`src/rtl/instr_mem_loader_pkg.sv`:
```
// rtl/instr_mem_loader_pkg.sv - shared state type and stream-format constants for the instruction loader
package instr_mem_loader_pkg;

  typedef enum logic [2:0] {
    INIT,
    HDR_HI,
    HDR_LO,
    DATA,
    CSUM,
    DONE,
    ERR
  } loader_state_t;

  localparam int HDR_BYTES  = 2;
  localparam int WORD_BYTES = 4;
  localparam int CSUM_BYTES = 1;

  // Total stream length in bytes for an image of n_words words.
  function automatic int image_bytes(input int n_words);
    return HDR_BYTES + n_words * WORD_BYTES + CSUM_BYTES;
  endfunction

endpackage

```
`src/rtl/instr_mem_loader_if.sv`:
```
// rtl/instr_mem_loader_if.sv - byte-stream input and instruction-memory write port of the loader
interface instr_mem_loader_if #(
  parameter int ADDR_W = 8
);

  logic              rx_valid;
  logic [7:0]        rx_data;
  logic              rx_ready;
  logic              imem_wren;
  logic [ADDR_W-1:0] imem_addr;
  logic [31:0]       imem_wrdata;

  // master: byte source and memory side; slave: the loader itself
  modport master (
    output rx_valid, rx_data,
    input  rx_ready, imem_wren, imem_addr, imem_wrdata
  );

  modport slave (
    input  rx_valid, rx_data,
    output rx_ready, imem_wren, imem_addr, imem_wrdata
  );

endinterface

```
`src/rtl/instr_mem_loader_word_pack.sv`:
```
// rtl/instr_mem_loader_word_pack.sv - packs MSB-first bytes into 32-bit words
module loader_word_pack
  import instr_mem_loader_pkg::*;
(
  input  logic        clk,
  input  logic        rst_n,
  input  logic        clr,
  input  logic        shift_en,
  input  logic [7:0]  byte_in,
  output logic [31:0] word_data,
  output logic        word_done
);

  logic [1:0]  idx_q, idx_d;
  logic [23:0] shift_q, shift_d;

  always_comb begin
    idx_d   = idx_q;
    shift_d = shift_q;
    if (clr) begin
      idx_d   = '0;
      shift_d = '0;
    end else if (shift_en) begin
      idx_d   = idx_q + 2'd1;
      shift_d = {shift_q[15:0], byte_in};
    end
  end

  // The completed word includes the byte arriving this cycle, so only three are held.
  assign word_done = shift_en && (idx_q == 2'(WORD_BYTES - 1));
  assign word_data = {shift_q, byte_in};

  always_ff @(posedge clk or negedge rst_n) begin
    if (!rst_n) begin
      idx_q   <= '0;
      shift_q <= '0;
    end else begin
      idx_q   <= idx_d;
      shift_q <= shift_d;
    end
  end

endmodule

```
`src/rtl/instr_mem_loader.sv`:
```
// rtl/instr_mem_loader.sv - boot loader writing a checksummed byte image into instruction memory
module instr_mem_loader
  import instr_mem_loader_pkg::*;
#(
  parameter int ADDR_W = 8
) (
  input  logic               clk,
  input  logic               rst_n,
  input  logic               load_start,
  instr_mem_loader_if.slave  bus,
  output logic               cpu_rst_n,
  output logic               load_done,
  output logic               load_err
);

  localparam int unsigned DEPTH = 1 << ADDR_W;

  loader_state_t     state_q, state_d;
  logic [7:0]        hdr_hi_q, hdr_hi_d;
  logic [ADDR_W:0]   count_q, count_d;
  logic [ADDR_W:0]   wcnt_q, wcnt_d;
  logic [7:0]        csum_q, csum_d;
  logic              rx_ready_q, rx_ready_d;
  logic              imem_wren_q, imem_wren_d;
  logic [ADDR_W-1:0] imem_addr_q, imem_addr_d;
  logic [31:0]       imem_wrdata_q, imem_wrdata_d;
  logic              cpu_rst_n_q, cpu_rst_n_d;
  logic              load_done_q, load_done_d;
  logic              load_err_q, load_err_d;

  logic              byte_ok;
  logic [15:0]       hdr_n;
  logic [ADDR_W:0]   wcnt_inc;
  logic [31:0]       word_data;
  logic              word_done;

  // A byte coinciding with load_start is dropped entirely.
  assign byte_ok  = bus.rx_valid && rx_ready_q && !load_start;
  assign hdr_n    = {hdr_hi_q, bus.rx_data};
  assign wcnt_inc = wcnt_q + (ADDR_W + 1)'(1);

  loader_word_pack u_pack (
    .clk       (clk),
    .rst_n     (rst_n),
    .clr       (load_start),
    .shift_en  (byte_ok && (state_q == DATA)),
    .byte_in   (bus.rx_data),
    .word_data (word_data),
    .word_done (word_done)
  );

  always_comb begin
    state_d       = state_q;
    hdr_hi_d      = hdr_hi_q;
    count_d       = count_q;
    wcnt_d        = wcnt_q;
    csum_d        = csum_q;
    imem_wren_d   = 1'b0;
    imem_addr_d   = imem_addr_q;
    imem_wrdata_d = imem_wrdata_q;

    if (byte_ok && (state_q inside {HDR_HI, HDR_LO, DATA})) begin
      csum_d = csum_q ^ bus.rx_data;
    end

    unique case (state_q)
      INIT: state_d = HDR_HI;
      HDR_HI: begin
        if (byte_ok) begin
          hdr_hi_d = bus.rx_data;
          state_d  = HDR_LO;
        end
      end
      HDR_LO: begin
        if (byte_ok) begin
          count_d = (ADDR_W + 1)'(hdr_n);
          if (32'(hdr_n) > DEPTH) begin
            state_d = ERR;
          end else if (hdr_n == 16'd0) begin
            state_d = CSUM;
          end else begin
            state_d = DATA;
          end
        end
      end
      DATA: begin
        if (word_done) begin
          imem_wren_d   = 1'b1;
          imem_addr_d   = wcnt_q[ADDR_W-1:0];
          imem_wrdata_d = word_data;
          wcnt_d        = wcnt_inc;
          if (wcnt_inc == count_q) begin
            state_d = CSUM;
          end
        end
      end
      CSUM: begin
        if (byte_ok) begin
          state_d = (bus.rx_data == csum_q) ? DONE : ERR;
        end
      end
      DONE, ERR: state_d = state_q;
      default:   state_d = INIT;
    endcase

    if (load_start) begin
      state_d = HDR_HI;
      wcnt_d  = '0;
      csum_d  = '0;
    end

    // Status outputs are registered copies of the next state.
    rx_ready_d  = state_d inside {HDR_HI, HDR_LO, DATA, CSUM};
    cpu_rst_n_d = (state_d == DONE);
    load_done_d = (state_d == DONE);
    load_err_d  = (state_d == ERR);
  end

  always_ff @(posedge clk or negedge rst_n) begin
    if (!rst_n) begin
      state_q       <= INIT;
      hdr_hi_q      <= '0;
      count_q       <= '0;
      wcnt_q        <= '0;
      csum_q        <= '0;
      rx_ready_q    <= 1'b0;
      imem_wren_q   <= 1'b0;
      imem_addr_q   <= '0;
      imem_wrdata_q <= '0;
      cpu_rst_n_q   <= 1'b0;
      load_done_q   <= 1'b0;
      load_err_q    <= 1'b0;
    end else begin
      state_q       <= state_d;
      hdr_hi_q      <= hdr_hi_d;
      count_q       <= count_d;
      wcnt_q        <= wcnt_d;
      csum_q        <= csum_d;
      rx_ready_q    <= rx_ready_d;
      imem_wren_q   <= imem_wren_d;
      imem_addr_q   <= imem_addr_d;
      imem_wrdata_q <= imem_wrdata_d;
      cpu_rst_n_q   <= cpu_rst_n_d;
      load_done_q   <= load_done_d;
      load_err_q    <= load_err_d;
    end
  end

  assign bus.rx_ready    = rx_ready_q;
  assign bus.imem_wren   = imem_wren_q;
  assign bus.imem_addr   = imem_addr_q;
  assign bus.imem_wrdata = imem_wrdata_q;
  assign cpu_rst_n       = cpu_rst_n_q;
  assign load_done       = load_done_q;
  assign load_err        = load_err_q;

endmodule

```
`src/flat_wrapper.sv`:
```
// flat-port wrapper written by rule: the top's interface ports become plain ports
module instr_mem_loader_flat import instr_mem_loader_pkg::*;
#(
  parameter int ADDR_W = 8
)
  (clk, rst_n, load_start, cpu_rst_n, load_done, load_err, bus_rx_valid, bus_rx_data, bus_rx_ready, bus_imem_wren, bus_imem_addr, bus_imem_wrdata);
  instr_mem_loader_if #(.ADDR_W(ADDR_W)) bus_i ();
  input  logic clk;
  input  logic rst_n;
  input  logic load_start;
  output logic cpu_rst_n;
  output logic load_done;
  output logic load_err;
  input wire logic [$bits(bus_i.rx_valid)-1:0] bus_rx_valid;
  input wire logic [$bits(bus_i.rx_data)-1:0] bus_rx_data;
  output wire logic [$bits(bus_i.rx_ready)-1:0] bus_rx_ready;
  output wire logic [$bits(bus_i.imem_wren)-1:0] bus_imem_wren;
  output wire logic [$bits(bus_i.imem_addr)-1:0] bus_imem_addr;
  output wire logic [$bits(bus_i.imem_wrdata)-1:0] bus_imem_wrdata;
  assign bus_i.rx_valid = bus_rx_valid;
  assign bus_i.rx_data = bus_rx_data;
  assign bus_rx_ready = bus_i.rx_ready;
  assign bus_imem_wren = bus_i.imem_wren;
  assign bus_imem_addr = bus_i.imem_addr;
  assign bus_imem_wrdata = bus_i.imem_wrdata;
  instr_mem_loader #(.ADDR_W(ADDR_W)) u_core (.clk(clk), .rst_n(rst_n), .load_start(load_start), .bus(bus_i), .cpu_rst_n(cpu_rst_n), .load_done(load_done), .load_err(load_err));
endmodule
```
`config.mk`:
```
export PLATFORM = sky130hd
export DESIGN_NAME = instr_mem_loader_flat
export DESIGN_NICKNAME = d
export VERILOG_FILES = /design/src/rtl/instr_mem_loader_pkg.sv /design/src/rtl/instr_mem_loader_if.sv /design/src/rtl/instr_mem_loader_word_pack.sv /design/src/rtl/instr_mem_loader.sv /design/src/flat_wrapper.sv
export SDC_FILE = /design/constraint.sdc
export NUM_CORES = 1
export LEC_CHECK = 0
export CAP_MARGIN = 20
export CORE_ASPECT_RATIO = 2
export CORE_MARGIN = 2
export CORE_UTILIZATION = 50
export DETAILED_ROUTE_END_ITERATION = 6
export GPL_TIMING_DRIVEN = 0
export PLACE_DENSITY = 0.72
export SETUP_SLACK_MARGIN = 0.2
export SLEW_MARGIN = 20
export SYNTH_ARGS = -nofsm -noshare
export SYNTH_HDL_FRONTEND = slang
export SYNTH_SLANG_ARGS = --single-unit
```
`constraint.sdc`:
```
create_clock -name clk -period 2.7 [get_ports clk]
set_input_delay 0.675 -clock clk [delete_from_list [all_inputs] [get_ports clk]]
set_output_delay 0.675 -clock clk [all_outputs]
set_load 0.01 [all_outputs]
```
* Word level (Yosys, flattened, before mapping)
Index checks and enable logic that the tools add are counted.
Widths: inputs -> output; s select.
** Word-level totals
- Input port bits :: 12
- Flip-flop bits (word level) :: 107
- Output and inout bits :: 45
- Word-level logic and storage cells :: 72
** Operators by class
- Bitwise logic cells :: 1
- Reductions and logical operators :: 19
- $add $sub $neg :: 2
- Muxes and demuxes :: 21
- Eq/ne operators :: 15
- Magnitude comparators :: 1
** Operator list (count)
- $mux 24 :: 2
- $mux 9 :: 3
- $mux 3 :: 8
- $eq 3x3->1 const B :: 6
- $pmux 3 s6 :: 1
- $gt 16x9->1 const B :: 1
- $logic_not 16->1 :: 1
- $mux 8 :: 2
- $eq 3x2->1 const B :: 4
- $add 9x1->9 const B :: 1
- $eq 9x9->1 :: 1
- $eq 8x8->1 :: 1
- $reduce_and 2->1 :: 4
- $reduce_bool 2->1 :: 4
- $xor 8x8->8 :: 1
- $eq 3x1->1 const B :: 2
- $mux 2 :: 3
- $logic_and 1x1->1 :: 5
- $reduce_bool 4->1 :: 1
- $logic_not 3->1 :: 1
- $reduce_bool 3->1 :: 1
- $add 2x1->2 const B :: 1
- $eq 2x2->1 const B :: 1
- $mux 1 :: 2
- other kinds (2) :: 2

* Depth between registers and ports, before layout
Gate-level depths: netlist (run 1).
- Word-level depth :: 9
- Mapped depth :: 9
- Mapped depth without buffers :: 8

* Modules after synthesis
A second synthesis (run 1) with hierarchy kept.
** Second synthesis, totals
- Cell total of the unflattened synthesis :: 490
- Area total of the unflattened synthesis :: 4908.5 sq um
** By module, submodules not included
- instr_mem_loader :: area each 3754.9 sq um, times used 1, cells an instance 396, seq. area each 2026.9 sq um
- loader_word_pack :: area each 1153.6 sq um, times used 1, cells an instance 94, seq. area each 650.6 sq um

* Worst setup path after synthesis (run 1)
Ideal clock, no wire load.
- Path type :: in2reg
- Start :: in load_start
- End :: reg u_core.rx_ready_q, in the netlist u_core.bus.rx_ready
- Cell stages on the path :: 9
- Buffers on the path :: 1
- Path slack :: 0.222 ns
- Setup time :: 0.124 ns
- Data arrival time :: 2.354 ns
- Required time :: 2.576 ns
- Path through :: buf_6 nand3b_1 nor2_1 nand2_2 inv_2 nand4_1 or4b_1 o21a_2 a211o_1
** On the way
- Cells in the longest elaborated chain, start to end :: 9
- Elaborated cells between the ends (all ways) :: 15
- Those cells by class :: 4 x eq/ne; 6 x mux; 5 x reduce/logical
** Ends and longest elaborated chain
- start: declaration :: line flat_wrapper.sv:10 : input logic load_start;
- $logic_not 1->1 :: line instr_mem_loader.sv:38 : assign byte_ok = bus.rx_valid && rx_ready_q && !load_start;
- $logic_and 1x1->1 :: line instr_mem_loader.sv:38
- $logic_and 1x1->1 :: line instr_mem_loader.sv:46 : .shift_en (byte_ok && (state_q == DATA)),
- $logic_and 1x1->1 :: line instr_mem_loader_word_pack.sv:30 : assign word_done = shift_en && (idx_q == 2'(WORD_BYTES - 1));
- $mux 3 :: line instr_mem_loader.sv:87 : if (word_done) begin
- $pmux 3 s6 :: line instr_mem_loader.sv:66 : unique case (state_q)
- $mux 3 (*) :: line instr_mem_loader.sv:106 : if (load_start) begin
- $eq 3x1->1, or another cell as far along :: line instr_mem_loader.sv:113 : rx_ready_d = state_d inside {HDR_HI, HDR_LO, DATA, CSUM};
- $reduce_bool 4->1 (*) :: line instr_mem_loader.sv:113
- via u_core.rx_ready_d :: line instr_mem_loader.sv:23 : logic rx_ready_q, rx_ready_d;
- end signal: assignment :: line instr_mem_loader.sv:139 : rx_ready_q <= rx_ready_d;
- end: declaration :: line instr_mem_loader.sv:23
Mark *: on every way through the listed nets, which the timed path passes. The rest lies on a longest branch.
A chain may end at the register's enable or synchronous reset.

* Worst setup path in the final report (run 1)
- Start :: reg u_core.hdr_hi_q[4]
- End :: reg u_core.load_err_q, in the netlist u_core.load_err
** On the way
- Cells in the longest elaborated chain, start to end :: 7
- Elaborated cells between the ends (all ways) :: 8
- Those cells by class :: 1 x order compare; 1 x eq/ne; 5 x mux; 1 x reduce/logical
** Ends and longest elaborated chain
- start: declaration :: line instr_mem_loader.sv:19 : logic [7:0] hdr_hi_q, hdr_hi_d;
- start signal: assignment :: line instr_mem_loader.sv:135 : hdr_hi_q <= hdr_hi_d;
- parallel branches: the longest is 2 deep, another holds $gt 16x9->1
- $mux 3 (*) :: line instr_mem_loader.sv:77 : if (32'(hdr_n) > DEPTH) begin
- $mux 3 (*) :: line instr_mem_loader.sv:75 : if (byte_ok) begin
- $pmux 3 s6 (*) :: line instr_mem_loader.sv:66
- $mux 3 (*) :: line instr_mem_loader.sv:106
- $eq 3x3->1 (*) :: line instr_mem_loader.sv:116 : load_err_d = (state_d == ERR);
- via u_core.load_err_d :: line instr_mem_loader.sv:29 : logic load_err_q, load_err_d;
- end signal: assignment :: line instr_mem_loader.sv:145 : load_err_q <= load_err_d;
- end: declaration :: line instr_mem_loader.sv:29
Mark *: on every way through the listed nets, which the timed path passes.

==> results of run 1 <==
logic make-up (layout without fill, tap and decap cells):
logic type	Yosys count	in the layout	share of synthesized area, %
simple gates	188	188	18.55
flops	107	107	54.75
compound gates	83	83	10.23
mux	41	41	9.440
buf+inv	34	105	3.121
xor+xnor	19	19	3.402
fa+ha+maj	2	2	0.5116
registers in the layout, summed over array words and instances, names as in the netlist:
| signal | flops |
|---|---|
| u_core.bus.imem_addr | 8 |
| u_core.bus.imem_wrdata | 32 |
| u_core.bus.imem_wren | 1 |
| u_core.bus.rx_ready | 1 |
| u_core.count_q | 9 |
| u_core.cpu_rst_n | 1 |
| u_core.csum_q | 8 |
| u_core.hdr_hi_q | 8 |
| u_core.load_err | 1 |
| u_core.state_q | 3 |
| u_core.u_pack.idx_q | 2 |
| u_core.u_pack.shift_q | 24 |
| u_core.wcnt_q | 9 |
cell usage in the layout, fill, tap and decap left out, drive strengths merged, types with 2 or more instances in the layout:
| cell type | n |
|---|---|
| xor2 | 16 |
| o41ai | 3 |
| a21o | 7 |
| mux2 | 41 |
| nor3b | 4 |
| inv | 4 |
| buf | 15 |
| o21a | 3 |
| clkinv | 2 |
| nor3 | 2 |
| o21ai | 45 |
| nor2b | 6 |
| ha | 2 |
| nand2 | 99 |
| xnor2 | 3 |
| clkdlybuf4s50 | 45 |
| nor2 | 24 |
| nand4 | 2 |
| and3 | 2 |
| o31ai | 2 |
| dfrtp | 107 |
| a31oi | 4 |
| nand3 | 6 |
| clkbuf | 37 |
| or4 | 5 |
| a211oi | 2 |
| a21oi | 8 |
| nor4 | 3 |
| nand3b | 4 |
| nand2b | 25 |
worst paths after layout:
kind | endpoint | slack [ns] | depth (start not counted)
worst min-delay path | u_core.bus.imem_addr[3]$_DFFE_PN0P_ | 0.21 | 1
worst min register to register | u_core.bus.imem_addr[7]$_DFFE_PN0P_ | 0.47 | 2
max in group asynchronous | u_core.u_pack.shift_q[0]$_DFFE_PN0P_ | 1.83 | 2
worst max register to register | u_core.load_err$_DFF_PN0_ | 0.30 | 6
min in group clk | u_core.bus.imem_addr[7]$_DFFE_PN0P_ | 0.47 | 2
worst max-delay path | u_core.load_err$_DFF_PN0_ | 0.30 | 6
what timing repair did:
| action | CTS | global route |
|---|---|---|
| hold buffers | 0 | 0 |
| resized for setup | 13 | 25 |
| setup buffers | 3 | 2 |
| setup endpoints to repair | 33 | 36 |
| pin swaps | 5 | 4 |
final cells by class:
cell class                 count  area [µm²]  share of cell area, %
sequential                   107        2679                  44.76
clock buffer                  11       252.7                  4.223
buffer                        32       156.4                  2.613
timing repair buffer          55       549.3                  9.178
clock inverter                 5       35.03                 0.5854
tap                          132       165.2                  2.760
multi-input combinational    333        2140                  35.75
inverter                       2       7.507                 0.1254
power by group:
group          leakage, nW  internal (W)  switching, W
registers             1.45       0.00168     0.0000683
logic                 1.18      0.000140      0.000165
clock network        0.142      0.000679      0.000579
per-stage QoR:
| stage | power [W] | utilization, % | instance area, µm² | cells | setup TNS [ns] |
|---|---|---|---|---|---|
| after global placement | 0.002041 | 57.56 | 5547 | 655 | -327.74 |
| after floorplan | 0.001949 | - | 4891 | 474 | 0 |
| after global routing | 0.003429 | 62.11 | 5984 | 677 | 0 |
| final | 0.003308 | 62.11 | 5984 | 677 | 0 |
| after detailed placement | 0.002065 | 57.86 | 5575 | 656 | -12.68 |
| after CTS | 0.003327 | 61.52 | 5928 | 675 | 0 |
worst reg2reg max path, cell delays in order (launching register included):
cell and delay, ns:
dfrtp_1 0.38, or4_4 0.54, or4_4 0.44, or3_1 0.41, a31oi_1 0.24, o21a_4 0.20, a211oi_1 0.06
metal layers:
metal / part of all wire (%) / wire length, µm / track usage (%) / vias to the layer above
met1: 37 / 4202 / 26.08 / 1805
met4: 2.6 / 294 / 9.665 / 0
met5: 0 / 0 / 0 / -
met2: 58 / 6596 / 42.48 / 102
met3: 3.3 / 374 / 3.576 / 27
li1: - / - / - / 1749
==> results.cfg, run 1 <==
[run_status]
status = completed

[synth]
synth.most_common_cell = dfrtp_1
syn_inst = 474
syn_avg_cell_area_um2 = 10.32
ys_types = 52
syn-num-nets = 488
synth_common_cells = dfrtp_1, nand2_1, o21ai_0
ys_seq_area_share_pct = 54.75
synth.top_cell.area_share_pct = 54.75
synth_area_leader_cell = dfrtp_1
ys_top_cells_by_area = dfrtp_1, mux2_2, nand2_1
ys_seq_elements = 107
yosysWarnings = 0
ys_async_sr_fraction_pct = 100.0
syn_area_um2 = 4891
synthFlopType = dfrtp_1
synth_enable_flop_cells = 0

[global_routing]
grtUsageTotal_pct = 23.30
grt_max_degree = 72
antenna_found_initial = 0
grt_pass1_wl_mm = 18.58
grt_remaining_overflow = 0
grt_pass1_vias = 3639

[critical_path]
cp_common_cell = or4_4
cp.required_ns = 2.91
crit_path_max_fanout = 4
crit_path_start_kind = flip-flop
cpLargestDelayFamily = simple AND/OR/NAND/NOR gates
r2r_start = u_core.hdr_hi_q[4]$_DFFE_PN0P_
cp_cell_sequence = or4_4 -> or4_4 -> or3_1 -> a31oi_1 -> o21a_4 -> a211oi_1
cp.arrival_ns = 2.61
end_kind = flip-flop
crit_buf_inv = 0
slowest_stage = or4_4
crit_start = u_core.hdr_hi_q[4]$_DFFE_PN0P_
slowest_delay_ns = 0.54
crit_type = reg2reg

[drt]
drcViolationCount = 0
drtIter0Drc = 209
ant_nets = 0
viasPerCell = 5.440
wl_mm = 11.47
vias = 3683
drt-wirelength-per-cell_um = 16.94
first_pass_iters = 5

[die]
start_util_pct = 50.76
coreArea_um2 = 9635
dieArea_um2 = 10640
ios = 57
num_rows = 51
die_x_um = 73.94
dieHeight_um = 143.9

[timing]
whs_ns = 0.2090
rsz0062_at_grt = no
fmax_mhz = 416.8
finalHoldViolCount = 0
slew_violations = 0
tightest_slew_ns = 0.6950
slew_headroom_pct = 53.17
setup-violations-final = 0
period_needed_ns = 2.399
fin_crit_sh_pct = 88.86
finClkSkew_ns = 0.007501
finalWorstSetupSlack_ns = 0.3007

[run]
cap_violations = 0

[placed_design]
pre_cts_ws_ns = -0.6602
gp_congestion = 0.8552
dpl.hpwl_mm = 8.278
io_buffers = 49

[cells_and_area]
drive_above_1_share_pct = 18.53
antenna_cells = 0
fill_cells = 788
fin_nets = 554
areaGrowthSynthToFinish_pct = 22.36

[clock_tree]
clk_path_buf_depth = 2
tritoncts_num_sinks = 107
clkLatencyLatePin_ns = 0.35
cts_root_buffer = clkbuf_16
h-tree-depth = 3
clk_pin_slew_ns = 0.07
numCtsBuffers = 9
cts_tree = built

[power]
power.leakage_nw = 2.772
ir_worst_vdd_mv = 0.4004
power_density_nw_per_um2 = 552.7

[min_path]
hold_class = in2async
No activity file was read; power rests on OpenSTA's default activity.
==> run 2: changes to the inputs <==
--- a/config.mk
+++ b/config.mk
@@ -11,7 +11,7 @@
 export CORE_UTILIZATION = 50
 export DETAILED_ROUTE_END_ITERATION = 6
 export GPL_TIMING_DRIVEN = 0
-export PLACE_DENSITY = 0.72
+export PLACE_DENSITY = 0.75
 export SETUP_SLACK_MARGIN = 0.2
 export SLEW_MARGIN = 20
 export SYNTH_ARGS = -nofsm -noshare
==> constraint.sdc (replaced) <==
create_clock -name clk -period 2.15 [get_ports clk]
set_input_delay 0.5375 -clock clk [delete_from_list [all_inputs] [get_ports clk]]
set_output_delay 0.5375 -clock clk [all_outputs]
set_load 0.01 [all_outputs]
==> run 2 against run 1 <==
Compared with the run above: the run now ends with setup timing left; total power increased by 29%; routed wire length increased by 2.1%; fmax increased by 1.1%; sequential share of layout area decreased by 0.93 points; sequential cell count unchanged; critical path depth unchanged; final area increased by 2.2%; sequential power increased by 26%; combinational power increased by 33%; via count increased by 1.1%; highest routed layer unchanged; cell count unchanged.
==> results.cfg, run 2 (synthesis gave the netlist of run 1 again) <==
[run_status]
status = finished with violations
violations = setup timing

[timing]
slew_headroom_pct = 62.74
finalWorstSetupSlack_ns = -0.2227
fmax_mhz = 421.5
tightest_slew_ns = 0.5590
fin_crit_sh_pct = 110.4
finClkSkew_ns = 0.007634
setup-violations-final = 5
rsz0062_at_grt = yes
period_needed_ns = 2.373
finalHoldViolCount = 0
slew_violations = 0
setup_tns_ns = -0.8539

[global_routing]
grt_remaining_overflow = 0
grt_pass1_wl_mm = 19.05
grtUsageTotal_pct = 24.00
antenna_found_initial = 0
grt_pass1_vias = 3820
grt_max_degree = 60

[drt]
drtIter0Drc = 213
first_pass_iters = 6
wl_mm = 11.71
viasPerCell = 5.498
drt-wirelength-per-cell_um = 17.30
vias = 3722
drcViolationCount = 0
ant_nets = 0

[cells_and_area]
drive_above_1_share_pct = 21.83
layout_common_cells = dfrtp_1, nand2_1, clkdlybuf4s50_1
largest_reg_flops = 32
antenna_cells = 0
layout_commonest_cell = dfrtp_1
fin_util_pct = 63.46
areaGrowthSynthToFinish_pct = 25.02
fin_nets = 554

[critical_path]
crit_end = u_core.load_err$_DFF_PN0_
end_kind = flip-flop
reg2reg_to = u_core.load_err$_DFF_PN0_
crit_path_max_fanout = 4
cp.required_ns = 2.36
slowest_stage = or4_4
cp_common_cell = or4_4
reg2reg_depth = 6
slowest_delay_ns = 0.54
r2r_slack_ns = -0.22
cp_cell_sequence = or4_4 -> or4_4 -> or3_1 -> a31oi_2 -> o21a_4 -> a211oi_2
crit_start = u_core.hdr_hi_q[2]$_DFFE_PN0P_
crit_type = reg2reg
r2r_start = u_core.hdr_hi_q[2]$_DFFE_PN0P_
crit_path_start_kind = flip-flop
cp.arrival_ns = 2.59

[die]
coreArea_um2 = 9635
start_util_pct = 50.76
die_x_um = 73.94
dieHeight_um = 143.9
dieArea_um2 = 10640
ios = 57
num_rows = 51

[placed_design]
io_buffers = 49
dpl.hpwl_mm = 8.250
pre_cts_ws_ns = -0.9490
gp_congestion = 0.8644

[run]
cap_violations = 0

[clock_tree]
h-tree-depth = 3
tritoncts_num_sinks = 107
clk_path_buf_depth = 2
clk_pin_slew_ns = 0.07
cts_root_buffer = clkbuf_16
clkLatencyLatePin_ns = 0.35
cts_tree = built
numCtsBuffers = 9

[power]
total_power_w = 0.004280
power.leakage_nw = 2.846
ir_worst_vdd_mv = 0.6639
power_density_nw_per_um2 = 700.0

[min_path]
hold_class = in2async
[run 2: cell types whose count changed in the layout (fill, tap and decap cells not counted), moves of 2 or more]
cell      previous run  this run
clkbuf_1            17         9
clkbuf_4             2         6
clkbuf_2             7        10
clkinv_4             0         2
nor2_1              22        20
o21ai_0             43        41
[run 2: stage by stage]
step | cell area (µm²) | cells | hold slack, ns
global route | 6115 | 677 | 0.1841
detailed placement | 5613 | 656 | 0.4616
global placement | 5584 | 655 | 0.4589
finish | 6115 | 677 | 0.1571
CTS | 6035 | 675 | 0.1663
floorplan | 4928 | 474 | 0.2419
[run 2: power breakdown]
group | internal, W | switching (W)
Combinational | 0.000188 | 0.000218
Clock | 0.000942 | 0.000739
Sequential | 0.00210 | 0.0000884
[run 2: worst min path at each step]
stage / from / slack, ns / end
final: rst_n / 0.16 / u_core.bus.imem_addr[2]$_DFFE_PN0P_
after global routing: rst_n / 0.18 / u_core.bus.imem_addr[0]$_DFFE_PN0P_
after CTS: rst_n / 0.17 / u_core.bus.imem_addr[0]$_DFFE_PN0P_
after detailed placement: u_core.bus.imem_wrdata[1]$_DFFE_PN0P_ / 0.46 / u_core.bus.imem_wrdata[1]$_DFFE_PN0P_
after global placement: u_core.bus.imem_addr[4]$_DFFE_PN0P_ / 0.46 / u_core.bus.imem_addr[4]$_DFFE_PN0P_
after floorplan: rst_n / 0.24 / u_core.bus.imem_addr[0]$_DFFE_PN0P_
[run 2: routing by layer]
metal / up-vias / track usage [%] / wire (µm)
met1: 1860 / 27.75 / 4374
met3: 23 / 3.576 / 393
li1: 1745 / - / -
met5: - / 0 / 0
met4: 0 / 10.72 / 340
met2: 94 / 42.58 / 6606
[run 2: area by class of cell]
type	instances	area, µm²
buffer	32	200.2
clock buffer	11	242.7
clock inverter	5	61.31
fill	784	3521
inverter	2	7.507
multi-input combinational	333	2202
sequential	107	2680
tap	132	165.2
timing repair buffer	55	555.5
[run 2: worst max-delay path, delay by kind of cell, from the launching register on]
kind	cells	cell delay, ns
compound gates	3	0.47
flops	1	0.38
simple gates	3	1.40
[run 2: what timing repair did]
| item | 4_1_cts | 5_1_grt |
|---|---|---|
| setup endpoints to repair | 82 | 74 |
| setup buffers | 3 | 2 |
| hold buffers | 0 | 0 |
| resized for setup | 35 | 20 |
| pin swaps | 13 | 5 |
==> run 3: changes to the inputs <==
--- a/config.mk
+++ b/config.mk
@@ -13,6 +13,7 @@
 export GPL_TIMING_DRIVEN = 0
 export PLACE_DENSITY = 0.75
 export SETUP_SLACK_MARGIN = 0.2
+export SKIP_LAST_GASP = 1
 export SLEW_MARGIN = 20
 export SYNTH_ARGS = -nofsm -noshare
 export SYNTH_HDL_FRONTEND = slang
==> run 3 against run 2 <==
Compared with the run above: routed wire length down 0.52%; clock skew about the same; core utilization down 0.10 points; the flow still finishes with violations (setup timing); count of clock-buffer cells in the layout unchanged; first-iteration DRC count up 4.7%; worst setup slack worse by 0.031 ns; hold slack worse by 0.0060 ns; non-clock buffer count unchanged; cell count unchanged; combinational power about the same; highest routed layer unchanged; clock power about the same; via count about the same; largest cell class unchanged.
==> results.cfg, run 3 (synthesis gave the netlist of run 1 again) <==
[run_status]
status = finished with violations
violations = setup timing

[placed_design]
dpl.hpwl_mm = 8.250
dpl.cell_count = 656
gp_congestion = 0.8644
io_buffers = 49

[critical_path]
r2r_start = u_core.hdr_hi_q[2]$_DFFE_PN0P_
cpLargestDelayFamily = simple AND/OR/NAND/NOR gates
crit_type = reg2reg
crit_path_start_kind = flip-flop
cp.required_ns = 2.37
r2r_slack_ns = -0.25
reg2reg_depth = 6
slowest_delay_ns = 0.54
end_kind = flip-flop
reg2reg_to = u_core.load_err$_DFF_PN0_
cp_common_cell = or4_4
crit_start = u_core.hdr_hi_q[2]$_DFFE_PN0P_
crit_end = u_core.load_err$_DFF_PN0_
crit_path_max_fanout = 4
cp.arrival_ns = 2.62
cp.depth = 6
cp_cell_sequence = or4_4 -> or4_4 -> or3_1 -> a31oi_1 -> o21a_4 -> a211oi_2
crit_buf_inv = 0
slowest_stage = or4_4

[clock_tree]
cts_tree = built
cts_root_buffer = clkbuf_16
clk_pin_slew_ns = 0.07
clk_path_buf_depth = 2
numCtsBuffers = 9
h-tree-depth = 3
clkLatencyLatePin_ns = 0.35
tritoncts_num_sinks = 107

[die]
die_x_um = 73.94
num_rows = 51
start_util_pct = 50.76
dieHeight_um = 143.9
coreArea_um2 = 9635
dieArea_um2 = 10640
ios = 57

[drt]
wl_mm = 11.65
vias = 3719
first_pass_iters = 6
viasPerCell = 5.493
drtIter0Drc = 223
drt-wirelength-per-cell_um = 17.21
ant_nets = 0
drcViolationCount = 0

[cells_and_area]
layout_commonest_cell = dfrtp_1
stdcell_count = 677
areaGrowthSynthToFinish_pct = 24.81
multiInputGateArea_um2 = 2192
layout_common_cells = dfrtp_1, nand2_1, clkdlybuf4s50_1
fin_nets = 554
largest_reg_flops = 32
fill_cells = 787
antenna_cells = 0
register_area_um2 = 2680
fin_util_pct = 63.36
drive_above_1_share_pct = 21.47

[min_path]
hold_class = in2async

[timing]
rsz0062_at_grt = yes
whs_ns = 0.1512
finClkSkew_ns = 0.007137
setup_tns_ns = -0.9881
setup-violations-final = 5
finalHoldViolCount = 0
slew_violations = 0
fin_crit_sh_pct = 111.8
slew_headroom_pct = 64.18
finalWorstSetupSlack_ns = -0.2538
period_needed_ns = 2.404
fmax_mhz = 416.0
tightest_slew_ns = 0.5237

[global_routing]
antenna_found_initial = 0
grt_pass1_vias = 3822
grt_remaining_overflow = 0
grtUsageTotal_pct = 24.00
grt_max_degree = 60
grt_pass1_wl_mm = 19.05

[power]
power_density_nw_per_um2 = 700.9
power.leakage_nw = 2.845
ir_worst_vdd_mv = 0.6639

[run]
cap_violations = 0
-- run 3: cell counts in the layout (fill, tap and decap cells not counted) --
No cell type changed its count.
-- run 3: worst min path at each step --
stage / slack [ns] / to / from / depth (start not counted)
after floorplan: 0.24 / u_core.bus.imem_addr[0]$_DFFE_PN0P_ / rst_n / 0
after global placement: 0.46 / u_core.bus.imem_addr[4]$_DFFE_PN0P_ / u_core.bus.imem_addr[4]$_DFFE_PN0P_ / 2
after detailed placement: 0.46 / u_core.bus.imem_wrdata[1]$_DFFE_PN0P_ / u_core.bus.imem_wrdata[1]$_DFFE_PN0P_ / 2
after CTS: 0.17 / u_core.bus.imem_addr[0]$_DFFE_PN0P_ / rst_n / 1
after global routing: 0.18 / u_core.bus.imem_addr[0]$_DFFE_PN0P_ / rst_n / 1
final: 0.15 / u_core.bus.imem_addr[2]$_DFFE_PN0P_ / rst_n / 1
-- run 3: metrics by stage --
step | cell area [µm²] | power (W) | setup slack, ns
after global placement | 5584 | 0.002570 | -3.306
after detailed placement | 5613 | 0.002598 | -0.9490
after CTS | 6035 | 0.004290 | -0.2276
final | 6105 | 0.004279 | -0.2538
after global routing | 6105 | 0.004423 | -0.3085
after floorplan | 4928 | 0.002454 | -0.1479
-- run 3: routing by layer --
| metal | vias to the layer above | global-route usage (%) | share of wire [%] |
|---|---|---|---|
| li1 | 1750 | - | - |
| met1 | 1870 | 27.75 | 37 |
| met2 | 77 | 42.58 | 57 |
| met3 | 22 | 3.576 | 3.1 |
| met4 | 0 | 10.72 | 2.8 |
| met5 | - | 0 | 0 |
-- run 3: final cells by class --
cell class                 count  area share [%]
clock buffer                  11           3.976
clock inverter                 5           1.004
buffer                        32           3.279
sequential                   107           43.90
inverter                       2          0.1230
multi-input combinational    333           35.91
tap                          132           2.705
timing repair buffer          55           9.100
-- run 3: report_power, final --
group          internal (W)  switching [W]  leakage (nW)
clock network      0.000942       0.000741         0.150
logic              0.000187       0.000217          1.24
registers           0.00211      0.0000876          1.45
total               0.00323        0.00104          2.85
-- run 3: what timing repair did --
action                                  4_1_cts  5_1_grt
hold buffers                                  0        0
endpoints found under the setup margin       82       74
resized for setup                            35       18
setup buffers                                 3        2
pin swaps                                    12        5
==> RTL change 1: new RTL, flow settings as in run 1 <==
Reset style: synchronous (`rst_n`), changed in 2 clocked blocks.
--- a/src/rtl/instr_mem_loader_word_pack.sv
+++ b/src/rtl/instr_mem_loader_word_pack.sv
@@ -32,3 +32,3 @@
 
-  always_ff @(posedge clk or negedge rst_n) begin
+  always_ff @(posedge clk) begin
     if (!rst_n) begin
--- a/src/rtl/instr_mem_loader.sv
+++ b/src/rtl/instr_mem_loader.sv
@@ -118,3 +118,3 @@
 
-  always_ff @(posedge clk or negedge rst_n) begin
+  always_ff @(posedge clk) begin
     if (!rst_n) begin
Behaviour: differs if rst_n is asserted again (counterexample within 4 cycles, from zero or initial values and one cycle with rst_n low); with rst_n held inactive, the same outputs for 10 cycles.
==> RTL change 1 against run 1 <==
  * Design area is 9.3% lower
  * Critical path type unchanged
  * Sequential cell count stayed put
  * Setup slack worse by 43 ps
  * Maximum frequency is 1.7% lower
  * Clock skew is 3.3 ps lower
  * Final cell count is 4.7% higher
  * Area after synthesis is 11% lower
  * Non-clock buffer count is 9 higher
  * Routed wire length is 7.1% lower
Power is not compared: it rests on default switching activity, and its combinational part moved more than twofold at a synthesized area within 25%.
==> RTL change 1: results (changes against run 1) <==
----------------------------------------------------
[Run status]
  Status ... complete, no violations

[Route]
  Vias per cell ... 5.32 (-2.3%)
  Via count ... 3770 (+2.4%)
  Pre-Repair DR Iteration Count ... 4 (-1)
  Iter 0 DRT Violations ... 215 (+2.9%)
  WL per Instance ... 15.0 um (-11%)

[Layout]
  NumNets Final ... 618 (+12%)
  Count of fill cells added during filler insertion ... 760 (-3.6%)
  Fraction of final layout cells sized beyond drive strength 1 ... 8.70% (-9.8 points)

[Placed design]
  Worst setup timing slack at the placement stage ... -625 ps (+35.0 ps)
  Placed cell count ... 685 (+4.4%)
  Routability congestion estimate from global placement ... 0.947 (+11%)

[Global route]
  Pin count of the biggest net entering global routing ... 20 (-72%)
  GRT Overall Usage ... 22.7% (-0.65 points)
  First-pass GRT wire length ... 17.0 mm (-8.6%)
  Number of global-route vias before repair ... 3579 (-1.6%)

[Timing]
  Worst-Margin Slew ... 640 ps (-55.0 ps)
  Layout Skew ... 4.21 ps (-3.29 ps)

[Logic synthesis]
  Share of synthesized registers carrying an async set or reset ... 0% (-100 points)
  Post-synth cell types ... 45 (-13%)
  Main area contributors after synthesis ... dfxtp_1 (49%), nand2_1 (14%), a21oi_1 (8.9%), xor2_1 (4.4%), nor2_1 (2.8%)
  Dominant register cell in the synthesized netlist ... dfxtp_1
  Commonest cells in the synthesized netlist ... nand2_1 (160), dfxtp_1 (107), a21oi_1 (77), nor2_1 (32), clkbuf_1 (30)

[Worst setup path]
  Worst setup slack for register-to-register paths ... 260 ps (-40 ps)
  Crit path arrival time ... 2690 ps (+80 ps)
  Reg2reg path depth ... 10 (+4)
  Highest-delay cell along the critical path ... a2111oi_4
  FF-to-FF End ... u_core.bus.rx_ready
  Worst reg2reg path startpoint ... u_core.wcnt_q[0]
  Crit-path max FO ... 6 (+2)
  Max stage delay on crit path ... 420 ps (-120 ps)

[Pwr]
  Pleak ... about 1.9 nW

[Clock tree]
  Number of clock buffers inserted by TritonCTS ... 9 (unchanged)

----------------------------------------------------
[RTL change 1: worst max path at each step]
stage,startpoint,end,slack (ps)
6_report,u_core.wcnt_q[0],u_core.bus.rx_ready,260
5_1_grt,u_core.wcnt_q[0],u_core.bus.rx_ready,200
4_1_cts,u_core.wcnt_q[0],u_core.bus.rx_ready,210
3_5_place_dp,load_start,u_core.bus.rx_ready,-630
3_3_place_gp,load_start,u_core.bus.rx_ready,-640
2_1_floorplan,load_start,u_core.bus.rx_ready,230
[RTL change 1: cell families (layout without fill, tap and decap cells)]
family	Yosys count	after routing	synth area share (%)
AOI/OAI and AO/OA	97	97	12.9
buffers and inverters	45	117	4.23
xor gates and xnor gates	33	33	6.65
adders and majority gates	2	2	0.575
and+or+nand+nor	243	243	24.0
DFF	107	107	49.3
muxes	10	10	2.42
[RTL change 1: through the flow]
stage / hold WS, ps / utilization, %
after global placement: 441 / 58.1
after floorplan: 432 / -
final: 454 / 63.6
after detailed placement: 446 / 58.1
after global routing: 478 / 63.6
after CTS: 457 / 62.7
[RTL change 1: routing by layer]
layer	GRT usage [%]	vias up	part of all wire (%)
met3	5.26	21	3.9
li1	-	1902	-
met2	43.7	82	57
met1	23.0	1765	37
met4	8.97	0	2.2
met5	0	-	0
[RTL change 1: what timing repair did]
| item | 4_1_cts | 5_1_grt |
|---|---|---|
| setup buffers | 4 | 4 |
| gates resized for setup | 15 | 22 |
| endpoints found under the setup margin | 56 | 42 |
| pin swaps | 5 | 5 |
[RTL change 1: critical path, delay by kind of cell (launching register included)]
family	cells	cell delay (ps)
simple gates	3	540
flops	1	350
fa+ha+maj	1	180
buf+inv	2	280
compound gates	3	680
mux	1	300
[RTL change 1: area by class of cell]
cell class	instances	area share, %
clock buffers	9	4.15
well taps	100	2.31
clock inverters	7	1.55
repair buffers	56	9.96
plain buffers	40	3.27
inverters	5	0.346
multi-input cells	385	38.8
flip-flops and latches	107	39.6
[RTL change 1: report_power, final]
| group | switching, mW | total [mW] | internal [mW] |
|---|---|---|---|
| Clock | 0.621 | 1.36 | 0.737 |
| Combinational | 0.0744 | 0.108 | 0.0338 |
| Sequential | 0.00476 | 1.59 | 1.58 |
==> RTL change 2: new RTL, config.mk and constraints of run 1 <==
Made on the original files. `ADDR_W` is set to 8 in 3 places; all go to 9.
--- a/src/rtl/instr_mem_loader_if.sv
+++ b/src/rtl/instr_mem_loader_if.sv
@@ -2,3 +2,3 @@
 interface instr_mem_loader_if #(
-  parameter int ADDR_W = 8
+  parameter int ADDR_W = 9
 );
--- a/src/rtl/instr_mem_loader.sv
+++ b/src/rtl/instr_mem_loader.sv
@@ -4,3 +4,3 @@
 #(
-  parameter int ADDR_W = 8
+  parameter int ADDR_W = 9
 ) (
--- a/src/flat_wrapper.sv
+++ b/src/flat_wrapper.sv
@@ -3,3 +3,3 @@
 #(
-  parameter int ADDR_W = 8
+  parameter int ADDR_W = 9
 )
Interface: changed (resized bus_imem_addr); port bits go from 57 to 58. The function was not compared with the original's and may differ.
==> RTL change 2 against run 1 <==
  * Setup slack got worse by 5.8 ps
  * Global-route usage decreased by 0.96 points
  * Critical path depth increased by 1
  * First-iteration DRC count increased by 92%
  * Power grew 4.8%
  * Sequential share of layout area up 0.41 points
  * Design area rose by 1.9%
  * Routed wire length down 1.1%
  * Area after synthesis up 3.1%
  * Sequential cell count is 3 higher
==> RTL change 2: results (changes against run 1) <==
----------------------------------------------------
[Route]
  Via count ... 3936 (+6.9%)
  WL per Instance ... 15.5 um (-8.6%)
  Iter 0 DRT Violations ... 402 (+92%)
  Vias per cell ... 5.37 (-1.3%)

[Logic synthesis]
  Average footprint of a synthesized cell ... 9.46 um^2 (-8.3%)
  Share of the synthesized netlist area taken by xor and xnor gates ... 4.12% (+0.72 points)
  Sequential area share after synthesis ... 54.6% (-0.17 points)
  Commonest cells in the synthesized netlist ... nand2_1 (199), dfrtp_1 (110), o21ai_0 (31), nand3b_1 (22), nor2_1 (20)
  Post-synthesis net count ... 547 (+12%)
  Compound-gate portion of the synthesized area ... 8.09% (-2.1 points)
  Area share of fa/ha/maj cells after synthesis ... 0.496% (-0.015 points)
  Main area contributors after synthesis ... dfrtp_1 (55%), nand2_1 (15%), mux2_2 (3.8%), nand3b_1 (3.3%), o21ai_0 (3.1%)
  Multiplexer area fraction after synthesis ... 3.80% (-5.6 points)

[Worst setup path]
  Worst setup startpoint ... load_start
  Max stage delay on crit path ... 430 ps (-110 ps)
  Highest-delay cell along the critical path ... clkdlybuf4s50_1
  Worst setup slack for register-to-register paths ... 410 ps (+110 ps)
  Crit-path max FO ... 4 (unchanged)
  Worst reg2reg path startpoint ... u_core.wcnt_q[1]
  Reg2reg path depth ... 7 (+1)

[Layout]
  Fraction of final layout cells sized beyond drive strength 1 ... 12.5% (-6.1 points)
  NumNets Final ... 610 (+10%)

[Placed design]
  Placed cell count ... 716 (+9.1%)
  Hpwl dp ... 8.25 mm (-0.39%)
  Routability congestion estimate from global placement ... 0.840 (-1.7%)
  Worst setup timing slack at the placement stage ... -583 ps (+76.8 ps)
  Area after detailed placement ... 5730 um^2 (+2.8%)

[Global route]
  First-pass GRT wire length ... 19.0 mm (+2.1%)
  GRT Overall Usage ... 22.3% (-0.96 points)

[Timing]
  Worst slew margin ... 49.6% (-3.6 points)
  Final cycle utilization of the critical path ... 89.1% (+0.22 points)

[Pwr]
  Pleak ... 2.92 nW (+5.3%)
  Total combinational power ... 0.316 mW (+4%)
  Worst-case vdd ir drop ... 0.428 mV (+6.8%)
  Share of total power consumed by net switching ... 24.4% (-0.12 points)

[Clock tree]
  Post-CTS setup-driven buffer insertion count ... 1 (-2)
  Post-CTS resize count ... 3 (-10)

[Run status]
  Status ... complete, no violations

----------------------------------------------------
RTL change 2: cell count changes after synthesis, sizes merged, moves of 6 or more:
cell and delta:
clkbuf -7, mux2 -24, nand2b -23, nand3b +18, buf +9, xor2 -9
nand2 +100, xnor2 +11, a21o -6, o21ai -14
RTL change 2: layer usage:
layer | vias up | GRT usage (%) | part of all wire [%]
met5 | - | 0 | 0
met2 | 95 | 38.7 | 54
met3 | 19 | 3.04 | 3.0
met1 | 1924 | 27.5 | 41
met4 | 0 | 7.95 | 2.1
li1 | 1898 | - | -
RTL change 2: layout make-up:
cell class	instances	area (um^2)
buffer	34	169
clock buffer	10	239
clock inverter	6	80.1
fill	853	3670
inverter	6	22.5
multi-input combinational	383	2130
sequential	110	2750
tap	132	165
timing repair buffer	52	532
RTL change 2: logic make-up (layout without fill, tap and decap cells):
group	count (synthesis)	after routing
and+or+nand+nor	278	278
xor gates and xnor gates	22	22
adders and majority gates	2	2
muxes	17	17
buffers and inverters	40	108
AOI/OAI and AO/OA	64	64
DFF	110	110
